`src/rtl/window_3x3_gen.sv`:
```
// rtl/window_3x3_gen.sv - 3x3 sliding window generator over a raster pixel stream (optional WIN_FRAME_DONE_EN adds frame_done)
module window_3x3_gen #(
    parameter int IMG_W = 64,
    parameter int IMG_H = 64
) (
    input  logic       clk,
    input  logic       rst_n,
    input  logic       sof,
    input  logic       pix_valid,
    input  logic [7:0] pix_in,
    output logic [7:0] a,
    output logic [7:0] b,
    output logic [7:0] c,
    output logic [7:0] d,
    output logic [7:0] e,
    output logic [7:0] f,
    output logic [7:0] g,
    output logic [7:0] h,
    output logic [7:0] i,
    output logic       win_valid,
`ifdef WIN_FRAME_DONE_EN
    output logic       frame_done,
`endif
    output logic       win_en_n
);

    localparam int CW = (IMG_W > 1) ? $clog2(IMG_W) : 1;
    localparam int RW = (IMG_H > 1) ? $clog2(IMG_H) : 1;
    localparam logic [CW-1:0] COL_LAST = CW'(IMG_W - 1);
    localparam logic [RW-1:0] ROW_LAST = RW'(IMG_H - 1);

    logic [CW-1:0] col_q, col_cur, col_nxt;
    logic [RW-1:0] row_q, row_cur, row_nxt;

    logic [7:0] line_buf0 [IMG_W];
    logic [7:0] line_buf1 [IMG_W];
    logic [7:0] lb0_rd, lb1_rd;

    logic win_fire;

    // sof overrides the counters for the current pixel, so position is resolved combinationally
    always_comb begin
        col_cur = sof ? '0 : col_q;
        row_cur = sof ? '0 : row_q;
        col_nxt = col_cur;
        row_nxt = row_cur;
        if (pix_valid) begin
            if (col_cur == COL_LAST) begin
                col_nxt = '0;
                row_nxt = (row_cur == ROW_LAST) ? '0 : row_cur + RW'(1);
            end else begin
                col_nxt = col_cur + CW'(1);
            end
        end
    end

    assign lb0_rd   = line_buf0[col_cur];
    assign lb1_rd   = line_buf1[col_cur];
    assign win_fire = pix_valid && (row_cur >= RW'(2)) && (col_cur >= CW'(2));

    // line buffers carry no reset; stale contents never reach a valid window
    always_ff @(posedge clk) begin
        if (pix_valid) begin
            line_buf1[col_cur] <= lb0_rd;
            line_buf0[col_cur] <= pix_in;
        end
    end

    always_ff @(posedge clk or negedge rst_n) begin
        if (!rst_n) begin
            col_q     <= '0;
            row_q     <= '0;
            a         <= '0;
            b         <= '0;
            c         <= '0;
            d         <= '0;
            e         <= '0;
            f         <= '0;
            g         <= '0;
            h         <= '0;
            i         <= '0;
            win_valid <= 1'b0;
        end else begin
            col_q     <= col_nxt;
            row_q     <= row_nxt;
            win_valid <= win_fire;
            if (pix_valid) begin
                a <= b;
                b <= c;
                c <= lb1_rd;
                d <= e;
                e <= f;
                f <= lb0_rd;
                g <= h;
                h <= i;
                i <= pix_in;
            end
        end
    end

`ifdef WIN_FRAME_DONE_EN
    always_ff @(posedge clk or negedge rst_n) begin
        if (!rst_n) begin
            frame_done <= 1'b0;
        end else begin
            frame_done <= pix_valid && (row_cur == ROW_LAST) && (col_cur == COL_LAST);
        end
    end
`endif

    assign win_en_n = ~win_valid;

endmodule

```
`config.mk`:
```
export PLATFORM = sky130hd
export DESIGN_NAME = window_3x3_gen
export DESIGN_NICKNAME = d
export VERILOG_FILES = /design/src/rtl/window_3x3_gen.sv
export SDC_FILE = /design/constraint.sdc
export NUM_CORES = 1
export LEC_CHECK = 0
export CAP_MARGIN = 10
export CORE_MARGIN = 5
export CORE_UTILIZATION = 50
export DETAILED_ROUTE_END_ITERATION = 7
export PLACE_DENSITY = 0.62
export SLEW_MARGIN = 20
export SYNTH_ARGS = -nofsm -noshare
export SYNTH_HDL_FRONTEND = slang
export SYNTH_SLANG_ARGS = --single-unit
export TNS_END_PERCENT = 50
```
`constraint.sdc`:
```
create_clock -name clk -period 4.34 [get_ports clk]
set_clock_uncertainty 0.1 [all_clocks]
set_input_delay 0.434 -clock clk [delete_from_list [all_inputs] [get_ports clk]]
set_output_delay 0.434 -clock clk [all_outputs]
set_load 0.005 [all_outputs]
```
==> results.cfg <==
[status]
status = finished with violations
violations = DRC

[worst_setup_path]
worstSetupEndpointType = flop
cp.required_ns = 4.79
r2r-start = col_q[0]$_DFF_PN0_
path_class = flop to flop
cp-start-kind = flop
critPathMaxFanout = 33
crit_arrival_ns = 4.44
reg2reg_to = f[7]$_DFFE_PN0P_
ff2ff_setup_slack_ns = 0.36
worstRegToRegCells = 8

[routing]
post_drt_wl_per_cell_um = 34.2
ant_nets = 0
routed_via_density = 6.53
wl_mm = 138
vias = 26500
dr.pass1.iters = 8
drc_errors = 2
drt_iter0_drc = 3684

[layout]
layout.nets = 2823
nFillCells = 6582
layout_commonest_cell = edfxtp_1
drive_gt1_share_pct = 20.0
layout_common_cells = 1024 x edfxtp_1, 208 x mux2i_1, 207 x buf_4, 136 x nor2_1, 113 x clkbuf_16
final_cells = 4052
syn2layout_area_growth_pct = 16.1

[floorplan]
die_height_um = 306
num_rows = 108
die_w_um = 306
start_util_pct = 50.3
core-area_sq_um = 86800
dieArea_sq_um = 93300
pin_count = 86

[clocking]
clock-sinks = 1109
cts.reportedPaths.clkPinSlew_ns = 0.06
cts-buffers-inserted = 109
cts_buffer_depth = 3
htreeDepth = 3
cts_tree = done
post_cts_buffers = 0
clock_latency_ns = 0.69
cts_root_buf = clkbuf_16

[grt]
track_usage_pct = 29.1
grt_pass1_vias = 25500
grt_first_pass_wirelength_mm = 195
antenna_found_initial = 7
grt-ovfl-total = 0
grt_max_degree = 62

[sta]
rsz0062_at_grt = no
hold_viol = 0
tightest_slew_ns = 1.13
fin_crit_ns = 3.98
setup_viol = 0
layout_setup_ws_ns = 0.358
max_freq_mhz = 251
drv_slew = 0
slew_headroom_pct = 25.0
period_share_pct = 91.8
fin_tns_setup_ns = 0

[logic_synthesis]
yosys_warnings = 0
avgSynthCellArea_sq_um = 17.1
ys_seq_elements = 1109
synth_top_family_by_area = multiplexers
postSynthCellCount = 2548
async_flop_share_pct = 7.66
yosys.area_share.xor_xnor_pct = 0.120
synthMuxAreaShare_pct = 9.38
synth_cell_types = 92
synth_nets = 2564
synth_fa_ha_area_share_pct = 0.115
netlist_area_sq_um = 43700
synth-main-ff-cell = edfxtp_1
ys_seq_area_share_pct = 75.3
synthSimpleGateAreaFrac_pct = 4.55
synth_compound_area_share_pct = 8.22
synth_edf_count = 1024

[worst_hold_path]
min_to = c[2]$_DFFE_PN0P_
min_delay_path_depth = 2
hold_class = primary input to flop
min_from = pix_valid

[pwr]
p_per_area_nw_per_um2 = 486
vdd_ir_drop_max_mv = 0.342
p_leak_nw = 16.9

[place]
dpl.cell_count = 3850
preCtsSetupSlack_ns = 0.288
hpwl_mm = 89.0
globalplace.congestion = 1.02
io_buffers = 85

[job]
max-cap-violations = 0
[final cells by class]
type                       instances  area, sq um  share of cell area (%)
inverter                          21         78.8                   0.156
timing repair buffer             310         2750                    5.42
tap                             1155         1450                    2.85
multi-input combinational       1256         9860                    19.5
clock buffer                     147         3060                    6.04
antenna                            2         5.00                 0.00988
sequential                      1109        32900                    64.9
clock inverter                    52          589                    1.16
[routing by layer]
layer | vias to the layer above | share of wire, % | track usage, %
li1 | 10700 | - | -
met1 | 13600 | 39 | 40.8
met2 | 1756 | 45 | 44.0
met3 | 329 | 12 | 8.16
met4 | 2 | 4.5 | 11.4
met5 | - | 0.0094 | 0
[worst max path at each step]
stage                       start                         end  slack, ns
6_report       col_q[0]$_DFF_PN0_            f[7]$_DFFE_PN0P_       0.36
2_1_floorplan  col_q[0]$_DFF_PN0_  line_buf0[15][0]$_DFFE_PP_       0.56
3_5_place_dp                  sof            f[7]$_DFFE_PN0P_       0.29
5_1_grt        col_q[0]$_DFF_PN0_  line_buf1[60][3]$_DFFE_PP_       0.38
3_3_place_gp                  sof            f[7]$_DFFE_PN0P_       0.33
4_1_cts        col_q[0]$_DFF_PN0_            f[7]$_DFFE_PN0P_       0.37
[synth_stat cells, drive strengths merged, types with 5 or more instances]
master | instances | area (sq um)
a221oi | 34 | 304
a21o | 5 | 37.5
and2 | 14 | 87.6
o31ai | 5 | 37.5
o2bb2ai | 17 | 149
a211oi | 13 | 97.6
mux2i | 208 | 2080
edfxtp | 1024 | 30700
nor2 | 136 | 510
a222oi | 18 | 180
o22ai | 58 | 363
a32oi | 5 | 43.8
nand2b | 19 | 121
a41oi | 6 | 52.6
xnor2 | 6 | 52.6
mux2 | 102 | 1160
nor3 | 14 | 70.1
inv | 20 | 75.1
clkbuf | 59 | 221
a2111oi | 21 | 216
o221ai | 18 | 158
o21ai | 74 | 370
o211ai | 6 | 45.0
and3b | 8 | 70.1
a22o | 21 | 184
dfrtp | 85 | 2130
buf | 103 | 712
nand3 | 13 | 65.1
a31oi | 18 | 113
a22oi | 35 | 263
nand2 | 88 | 330
and3 | 9 | 56.3
mux4 | 38 | 856
nor2b | 15 | 93.8
or2 | 7 | 43.8
o22a | 13 | 114
nor3b | 15 | 118
a21oi | 103 | 515
nand3b | 25 | 191
[critical path: stages, from the launching register on]
cell       delay [ns]
dfrtp_4          0.73
buf_12           0.28
mux2i_1          0.39
o21ai_0          0.19
a2111oi_0        0.93
a211oi_1         0.17
or4_4            0.58
buf_12           0.19
mux2_4           0.27
[registers in the layout (all words and copies together), names as in the netlist]
name,cells
line_buf0,512
e,8
a,8
i,8
c,8
col_q,6
line_buf1,512
win_valid,1
h,8
row_q,6
g,8
d,8
b,8
f,8
[cells by family (layout without fill, tap and decap cells)]
family | count (synthesis) | count (layout)
AOI/OAI and AO/OA | 508 | 508
xor gates and xnor gates | 6 | 6
adders and majority gates | 4 | 4
buffers and inverters | 183 | 530
DFF | 1109 | 1109
muxes | 348 | 348
other | 0 | 2
and+or+nand+nor | 390 | 390
[timing repair]
item	in CTS	in global routing
endpoints found under the hold margin	60	0
hold buffers	1	0
gates resized for setup	0	0
[power breakdown]
group	internal (mW)	switching, mW	leakage (nW)
Clock	5.69	3.97	1.78
Sequential	12.0	0.184	10.2
Combinational	1.04	1.67	4.91
[metrics by stage]
step	hold slack (ns)	area, sq um	power, mW	util [%]
2_1_floorplan	0.0384	43700	13.7	-
3_3_place_gp	0.390	47000	15.1	54.2
3_5_place_dp	0.395	47000	15.1	54.2
4_1_cts	0.0467	50700	24.7	58.4
5_1_grt	0.0622	50700	25.2	58.4
6_report	0.0959	50700	24.6	58.4
Power figures use the tool's default switching activity.
